<file path="src/rtl/datapath_seq_if.sv">
// datapath_seq_if: host command, datapath drive and result FIFO signals of the sequencer.
interface datapath_seq_if #(parameter int FIFO_DEPTH = 4);
  logic                          cmd_valid;
  logic                          cmd_ready;
  logic [7:0]                    cmd_a;
  logic [7:0]                    cmd_b;
  logic [3:0]                    cmd_c;
  logic [3:0]                    cmd_d;
  logic [1:0]                    cmd_sel;
  logic                          dp_start;
  logic [7:0]                    dp_a;
  logic [7:0]                    dp_b;
  logic [3:0]                    dp_c;
  logic [3:0]                    dp_d;
  logic [1:0]                    dp_sel;
  logic                          dp_ready;
  logic [7:0]                    dp_result;
  logic                          res_valid;
  logic                          res_ready;
  logic [7:0]                    res_data;
  logic [$clog2(FIFO_DEPTH):0]   res_count;
  logic                          busy;
  logic                          err_timeout;
  modport slave (
    input  cmd_valid, cmd_a, cmd_b, cmd_c, cmd_d, cmd_sel, dp_ready, dp_result, res_ready,
    output cmd_ready, dp_start, dp_a, dp_b, dp_c, dp_d, dp_sel, res_valid, res_data, res_count,
           busy, err_timeout
  );
  modport master (
    output cmd_valid, cmd_a, cmd_b, cmd_c, cmd_d, cmd_sel, dp_ready, dp_result, res_ready,
    input  cmd_ready, dp_start, dp_a, dp_b, dp_c, dp_d, dp_sel, res_valid, res_data, res_count,
           busy, err_timeout
  );
endinterface

</file>
<file path="src/rtl/datapath_seq.sv">
// datapath_seq: issues host commands to the datapath and queues results in a FIFO; DATAPATH_SEQ_TIMEOUT_EN adds a dp_ready timeout.
module datapath_seq #(
  parameter int FIFO_DEPTH  = 4,
  parameter int TIMEOUT_CYC = 16
) (
  input logic           clk,
  input logic           rst,
  datapath_seq_if.slave bus
);
  localparam int AW = $clog2(FIFO_DEPTH);
  localparam int CW = AW + 1;
  typedef enum logic [1:0] {IDLE, ISSUE, WAIT, STORE} state_t;
  state_t        r_state, w_next;
  logic [7:0]    r_a, r_b, r_res;
  logic [3:0]    r_c, r_d;
  logic [1:0]    r_sel;
  logic [7:0]    r_mem [FIFO_DEPTH];
  logic [AW-1:0] r_wp, r_rp;
  logic [CW-1:0] r_cnt;
  logic          w_cmd_ready, w_acc, w_cap, w_push, w_pop, w_to;
`ifdef DATAPATH_SEQ_TIMEOUT_EN
  localparam int TW = $clog2(TIMEOUT_CYC + 1);
  logic [TW-1:0] r_wait;
  logic          r_err;
  // counter holds k-1 in the k-th WAIT cycle, so the limit hits on WAIT cycle TIMEOUT_CYC
  assign w_to = r_state == WAIT && !bus.dp_ready && r_wait == TW'(TIMEOUT_CYC - 1);
  always_ff @(posedge clk) begin
    if (rst) begin
      r_wait <= '0;
      r_err  <= 1'b0;
    end else begin
      r_wait <= r_state == WAIT ? r_wait + 1'b1 : '0;
      if (w_to) r_err <= 1'b1;
    end
  end
  assign bus.err_timeout = r_err;
`else
  assign w_to            = 1'b0;
  assign bus.err_timeout = 1'b0;
`endif
  always_comb begin
    w_cmd_ready = r_state == IDLE && r_cnt < CW'(FIFO_DEPTH);
    w_acc       = w_cmd_ready && bus.cmd_valid;
    w_cap       = r_state == WAIT && (bus.dp_ready || w_to);
    w_push      = r_state == STORE;
    w_pop       = r_cnt != '0 && bus.res_ready;
    w_next      = r_state == IDLE  ? (w_acc ? ISSUE : IDLE)
                : r_state == ISSUE ? WAIT
                : r_state == WAIT  ? (w_cap ? STORE : WAIT)
                : IDLE;
  end
  always_ff @(posedge clk) begin
    if (rst) begin
      r_state <= IDLE;
      r_a     <= '0;
      r_b     <= '0;
      r_c     <= '0;
      r_d     <= '0;
      r_sel   <= '0;
      r_res   <= '0;
      r_wp    <= '0;
      r_rp    <= '0;
      r_cnt   <= '0;
    end else begin
      r_state <= w_next;
      if (w_acc) begin
        r_a   <= bus.cmd_a;
        r_b   <= bus.cmd_b;
        r_c   <= bus.cmd_c;
        r_d   <= bus.cmd_d;
        r_sel <= bus.cmd_sel;
      end
      if (w_cap) r_res <= bus.dp_ready ? bus.dp_result : 8'hFF;
      if (w_push) r_wp <= r_wp + 1'b1;
      if (w_pop) r_rp <= r_rp + 1'b1;
      r_cnt <= r_cnt + CW'(w_push) - CW'(w_pop);
    end
  end
  // storage needs no reset: the pointers alone define what is valid
  always_ff @(posedge clk) begin
    if (w_push) r_mem[r_wp] <= r_res;
  end
  assign bus.cmd_ready = w_cmd_ready;
  assign bus.dp_start  = r_state == ISSUE;
  assign bus.dp_a      = r_a;
  assign bus.dp_b      = r_b;
  assign bus.dp_c      = r_c;
  assign bus.dp_d      = r_d;
  assign bus.dp_sel    = r_sel;
  assign bus.res_valid = r_cnt != '0;
  assign bus.res_data  = r_mem[r_rp];
  assign bus.res_count = r_cnt;
  assign bus.busy      = r_state != IDLE;
endmodule

</file>
<file path="src/flat_wrapper.sv">
// flat-port wrapper written by rule: the top's interface ports become plain ports
module datapath_seq_flat 
#(
  parameter int FIFO_DEPTH  = 4,
  parameter int TIMEOUT_CYC = 16
)
  (clk, rst, bus_cmd_valid, bus_cmd_a, bus_cmd_b, bus_cmd_c, bus_cmd_d, bus_cmd_sel, bus_dp_ready, bus_dp_result, bus_res_ready, bus_cmd_ready, bus_dp_start, bus_dp_a, bus_dp_b, bus_dp_c, bus_dp_d, bus_dp_sel, bus_res_valid, bus_res_data, bus_res_count, bus_busy, bus_err_timeout);
  datapath_seq_if #(.FIFO_DEPTH(FIFO_DEPTH)) bus_i ();
  input logic clk;
  input logic rst;
  input wire logic [$bits(bus_i.cmd_valid)-1:0] bus_cmd_valid;
  input wire logic [$bits(bus_i.cmd_a)-1:0] bus_cmd_a;
  input wire logic [$bits(bus_i.cmd_b)-1:0] bus_cmd_b;
  input wire logic [$bits(bus_i.cmd_c)-1:0] bus_cmd_c;
  input wire logic [$bits(bus_i.cmd_d)-1:0] bus_cmd_d;
  input wire logic [$bits(bus_i.cmd_sel)-1:0] bus_cmd_sel;
  input wire logic [$bits(bus_i.dp_ready)-1:0] bus_dp_ready;
  input wire logic [$bits(bus_i.dp_result)-1:0] bus_dp_result;
  input wire logic [$bits(bus_i.res_ready)-1:0] bus_res_ready;
  output wire logic [$bits(bus_i.cmd_ready)-1:0] bus_cmd_ready;
  output wire logic [$bits(bus_i.dp_start)-1:0] bus_dp_start;
  output wire logic [$bits(bus_i.dp_a)-1:0] bus_dp_a;
  output wire logic [$bits(bus_i.dp_b)-1:0] bus_dp_b;
  output wire logic [$bits(bus_i.dp_c)-1:0] bus_dp_c;
  output wire logic [$bits(bus_i.dp_d)-1:0] bus_dp_d;
  output wire logic [$bits(bus_i.dp_sel)-1:0] bus_dp_sel;
  output wire logic [$bits(bus_i.res_valid)-1:0] bus_res_valid;
  output wire logic [$bits(bus_i.res_data)-1:0] bus_res_data;
  output wire logic [$bits(bus_i.res_count)-1:0] bus_res_count;
  output wire logic [$bits(bus_i.busy)-1:0] bus_busy;
  output wire logic [$bits(bus_i.err_timeout)-1:0] bus_err_timeout;
  assign bus_i.cmd_valid = bus_cmd_valid;
  assign bus_i.cmd_a = bus_cmd_a;
  assign bus_i.cmd_b = bus_cmd_b;
  assign bus_i.cmd_c = bus_cmd_c;
  assign bus_i.cmd_d = bus_cmd_d;
  assign bus_i.cmd_sel = bus_cmd_sel;
  assign bus_i.dp_ready = bus_dp_ready;
  assign bus_i.dp_result = bus_dp_result;
  assign bus_i.res_ready = bus_res_ready;
  assign bus_cmd_ready = bus_i.cmd_ready;
  assign bus_dp_start = bus_i.dp_start;
  assign bus_dp_a = bus_i.dp_a;
  assign bus_dp_b = bus_i.dp_b;
  assign bus_dp_c = bus_i.dp_c;
  assign bus_dp_d = bus_i.dp_d;
  assign bus_dp_sel = bus_i.dp_sel;
  assign bus_res_valid = bus_i.res_valid;
  assign bus_res_data = bus_i.res_data;
  assign bus_res_count = bus_i.res_count;
  assign bus_busy = bus_i.busy;
  assign bus_err_timeout = bus_i.err_timeout;
  datapath_seq #(.FIFO_DEPTH(FIFO_DEPTH), .TIMEOUT_CYC(TIMEOUT_CYC)) u_core (.clk(clk), .rst(rst), .bus(bus_i));
endmodule
</file>
<file path="config.mk">
export PLATFORM = sky130hd
export DESIGN_NAME = datapath_seq_flat
export DESIGN_NICKNAME = d
export VERILOG_FILES = /design/src/rtl/datapath_seq_if.sv /design/src/rtl/datapath_seq.sv /design/src/flat_wrapper.sv
export SDC_FILE = /design/constraint.sdc
export NUM_CORES = 1
export LEC_CHECK = 0
export CAP_MARGIN = 20
export CORE_ASPECT_RATIO = 0.5
export CORE_MARGIN = 4
export CORE_UTILIZATION = 43
export DETAILED_ROUTE_END_ITERATION = 10
export PLACE_DENSITY_LB_ADDON = 0.05
export SYNTH_ARGS = -nofsm -noshare
export SYNTH_HDL_FRONTEND = slang
export SYNTH_SLANG_ARGS = --single-unit
</file>
<file path="constraint.sdc">
create_clock -name clk -period 1.9 [get_ports clk]
set_input_delay 0.475 -clock clk [delete_from_list [all_inputs] [get_ports clk]]
set_output_delay 0.475 -clock clk [all_outputs]
set_load 0.005 [all_outputs]
</file>
======== Yosys cells after proc, flatten, opt, wreduce, memory -nomap -nowiden ========
Memory sizes are Yosys's and may differ from the RTL's. A register that Yosys moved wholly into a read port is not among the register bits.
Cells that the tools add are included.
word-level totals
  output and inout port bits .............. 42
  register bits ........................... 43
  RAM bits ................................ 32
  input bits .............................. 39
  memories ................................ 1
operators by class
  muxes and demuxes ....................... 10
  $lt $le $gt $ge ......................... 1
  equality and inequality tests ........... 3
  add/sub/neg operators ................... 4
  reductions and logical operators ........ 7
memories
  memory        words  bits a word  read ports  clocked after memory_dff  wr ports  RTL line            source
  u_core.r_mem  4      8            1           1                         1         datapath_seq.sv:17  logic [7:0] r_mem [FIFO_DEPTH];
operator list
  operator             count
  $mux 2               5
  $mux 8               1
  $add 2x1->2 const B  2
  $eq 2x2->1 const B   2
  $logic_and 1x1->1    4
  $mux 1               4
  $add 3x1->3          1
  $lt 3x3->1 const B   1
  $reduce_bool 3->1    1
  $sub 3x1->3          1
  $eq 2x1->1 const B   1
  $logic_not 2->1      1
  $reduce_bool 2->1    1

======== Depth between registers and ports, before layout ========
  depth in word-level cells ............... 6
  depth in mapped cells ................... 9
  depth with buffers taken out ............ 9

======== Worst setup path before layout ========
No wires, ideal clock.
  path kind ............................... register -> register
  start point ............................. reg u_core.r_cnt[1], in the netlist u_core.bus.res_count[1]
  end point ............................... reg u_core.r_cnt[2], in the netlist u_core.bus.res_count[2]
  cell stages (with the launch flop) ...... 10
  required time ........................... 1822 ps
  clock period less this slack ............ 2014 ps
  slack ................................... -114 ps
  setup time .............................. 78 ps
  path buffers ............................ 0
  arrival ................................. 1936 ps
  cells stage by stage .................... dfxtp_1 o31a_1 ha_1 inv_1 ha_1 inv_1 fa_1 xor2_1 and2_1 nor3_1
between the ends
  word-level cells in the longest chain between the ends .. 3
RTL lines
  what                    RTL line            source
  from (decl)             datapath_seq.sv:19  logic [CW-1:0] r_cnt;
  from (signal assigned)  datapath_seq.sv:76  r_cnt <= r_cnt + CW'(w_push) - CW'(w_pop);
  $reduce_bool 3->1       datapath_seq.sv:46  w_pop = r_cnt != '0 && bus.res_ready;
  $logic_and 1x1->1       datapath_seq.sv:46
  net u_core.w_pop        datapath_seq.sv:20  logic w_cmd_ready, w_acc, w_cap, w_push, w_pop, w_to;
  $sub 3x1->3             datapath_seq.sv:76
The timed path passes the listed nets, and every way through them passes these cells.
A chain may end at the register's enable or synchronous reset.

==> impl_metrics.tcl <==
set metrics [dict create \
    wl_per_cell_um 14.59 \
    rr_startpoint "u_core.bus.res_count[0]" \
    fmax_ghz 0.4992 \
    grt_pass1_vias 2226 \
    min_period_over_period 1.054 \
    mostFrequentLayoutCell "clkdlybuf4s50_1" \
    rrSetupSlack_ps -80 \
    cp_cell_sequence "buf_12 > buf_4 > mux4_2 > buf_2" \
    htree_levels 3 \
    netlist_area_mm2 0.002938 \
    final_max_slew_viol_count 0 \
    rr_worst_depth 9 \
    ios 81 \
    cts_hold_buf 0 \
    via_count 2125 \
    synth_nets 301 \
    finalPower_uw 4782 \
    synthCells 251 \
    clkSlewWorstSetupHoldPaths_ps 60 \
    finalCriticalPeriod_ps 2003 \
    hold_slack_ps 455.0 \
    grt_max_degree 27 \
    yosys.area.top_type "edfxtp_1" \
    dp_hpwl_mm 4.435 \
    grt_pass1_wl_mm 10.47 \
    crit_arrival_ps 1530 \
    endpoint "bus_res_data[7]" \
    fin_worst_skew_ps 5.914 \
    synth_seq_cells 77 \
    cpPeakStageDelay_ps 470 \
    layout_common_cells "clkdlybuf4s50_1 (66), nand2_1 (60), dfxtp_1 (39)" \
    syn_avg_cell_area_um2 11.70 \
    initial_core_util 0.4640 \
    gr-usage-all-layers 0.1670 \
    firstDrtPassIters 4 \
    status "finished, violations left" \
    top_usage_layer "met2" \
    ant_nets 0 \
    clockBufferDepth 2 \
    leakage_uw 0.001463 \
    final_hold_viol_count 0 \
    setup_viol 9 \
    core_region_area_mm2 0.006331 \
    worst_slack_ps -103.0 \
    yosysUniqueCellTypes 29 \
    antenna_found_initial 0 \
    met1_usage 0.1674 \
    syn_to_final_growth_pct 43.87 \
    use_met3 0.1056 \
    cts_sinks 77 \
    drive_gt1_frac 0.1909 \
    worstHoldPathCells 2 \
    dieArea_mm2 0.008299 \
    gr-total-overflow 0 \
    cap_violations 0 \
    die_x_um 124.9 \
    nets 396 \
    grtUsageMet2 0.2816 \
    dp.cells 417 \
    diodes 0 \
    hp-class "reg -> reg" \
    avgViaCountPerCell 4.841 \
    die_y_um 66.45 \
    irDropWorstVdd_uv 613.7 \
    finalWirelength_mm 6.403 \
    clk_latency_ps 340 \
    cts_tree "yes" \
    r2r_end "u_core.bus.res_count[2]" \
    violations "setup timing" \
    rsz0062_at_grt "yes" \
    numCtsBuffers 9 \
    critical_path_class "reg -> out" \
    cp_slowest_cell "mux4_2" \
    critPathLaunchType "register" \
    dr.first_iter.drc_count 106 \
    fin_cells 439 \
    portBuffers 79 \
    place_congestion 0.7676 \
    critPathRequiredTime_ps 1420 \
    rows 20 \
    cts_root_buf "clkbuf_16" \
    drc_errors 0 \
    synth_top_area_frac 0.3271 \
    synth_area_leaders "edfxtp_1 (33%), dfxtp_1 (31%), nand2_1 (7.7%)" \
    crit_path_end_kind "primary output" \
    path_max_fanout 8 \
    yosysWarnings 0 \
    power_density_mw_per_mm2 1131 \
    synth_seq_area_share 0.6337 \
]
## critical path, delay by kind of cell, from the launching register on
family	cells	cell delay, ps
buf+inv	3	380
flops	1	340
mux	1	470
## power by group
group | total [µW] | internal (µW) | switching [µW]
Clock | 1670 | 1020 | 651
Combinational | 1180 | 695 | 483
Sequential | 1930 | 1850 | 80.8
## sequential cells by signal, indices dropped and copies added, names as in the netlist, named ones only
| name | count |
|---|---|
| u_core.r_rp | 2 |
| u_core.bus.dp_sel | 2 |
| u_core.bus.dp_a | 8 |
| u_core.bus.dp_d | 4 |
| u_core.bus.dp_b | 8 |
| u_core.bus.dp_c | 4 |
| u_core.r_wp | 2 |
| u_core.bus.res_count | 3 |
| u_core.r_mem | 32 |
| u_core.r_state | 2 |
| u_core.r_res | 8 |
## repair_timing
item                                   in CTS  in global routing
endpoints found under the hold margin       0                  0
pin swaps                                   2                  2
resized for setup                          46                  7
buffers inserted                            5                  1
cloned                                      0                  0
setup endpoints to repair                  14                 11
## per-layer routing
| metal | part of all wire | wire length [µm] | vias up |
|---|---|---|---|
| met5 | 0 | 0 | - |
| met3 | 0.11 | 717 | 10 |
| met4 | 0.010 | 66 | 0 |
| li1 | - | - | 1045 |
| met2 | 0.49 | 3106 | 61 |
| met1 | 0.39 | 2512 | 1009 |
## worst min path at each step
stage	startpoint	to	slack (ps)
6_report	u_core.bus.dp_d[2]	u_core.bus.dp_d[2]	450
5_1_grt	u_core.bus.dp_b[1]	u_core.bus.dp_b[1]	480
4_1_cts	u_core.bus.dp_d[2]	u_core.bus.dp_d[2]	460
3_5_place_dp	u_core.bus.dp_d[2]	u_core.bus.dp_d[2]	450
3_3_place_gp	u_core.bus.dp_a[5]	u_core.bus.dp_a[5]	440
2_1_floorplan	u_core.bus.dp_a[0]	u_core.bus.dp_a[0]	450
## through the flow
stage	util	setup slack [ps]	cell area, µm²	setup TNS [ps]
6_report	0.6676	-103.0	4227	-515.7
5_1_grt	0.6676	-159.0	4227	-1054
3_5_place_dp	0.6146	-521.6	3891	-1098
4_1_cts	0.6638	-132.2	4203	-796.0
3_3_place_gp	0.6146	-463.8	3891	-859.5
2_1_floorplan	-	-22.52	2943	-22.52
## cell usage after synthesis (all sizes together)
master  instances
mux4            8
a21oi          35
clkbuf          5
nor2b           1
o31a            1
nand2          61
xnor2           2
buf            10
dfxtp          45
ha             10
and2            5
xor2            2
fa              1
nand3b          1
conb            1
nand3           8
mux2i           1
nor3            1
nor3b           1
or3             2
and3b           1
inv             8
edfxtp         32
nor2            8
o311ai          1
## cells by family after synthesis
group / share of synthesized area
simple gates: 0.1308
mux: 0.06474
other cells: 0.001276
xor+xnor: 0.01193
flops: 0.6337
buf+inv: 0.04259
fa+ha+maj: 0.04940
compound gates: 0.06559
## cell type report
class,instances,area [µm²]
fillers,502,2105
flip-flops and latches,77,1869
clock buffers,11,232.7
clock inverters,5,61.31
inverters,8,30.03
multi-input cells,151,980.9
well taps,88,110.1
repair buffers,99,942.2
Power figures use the tool's default switching activity.
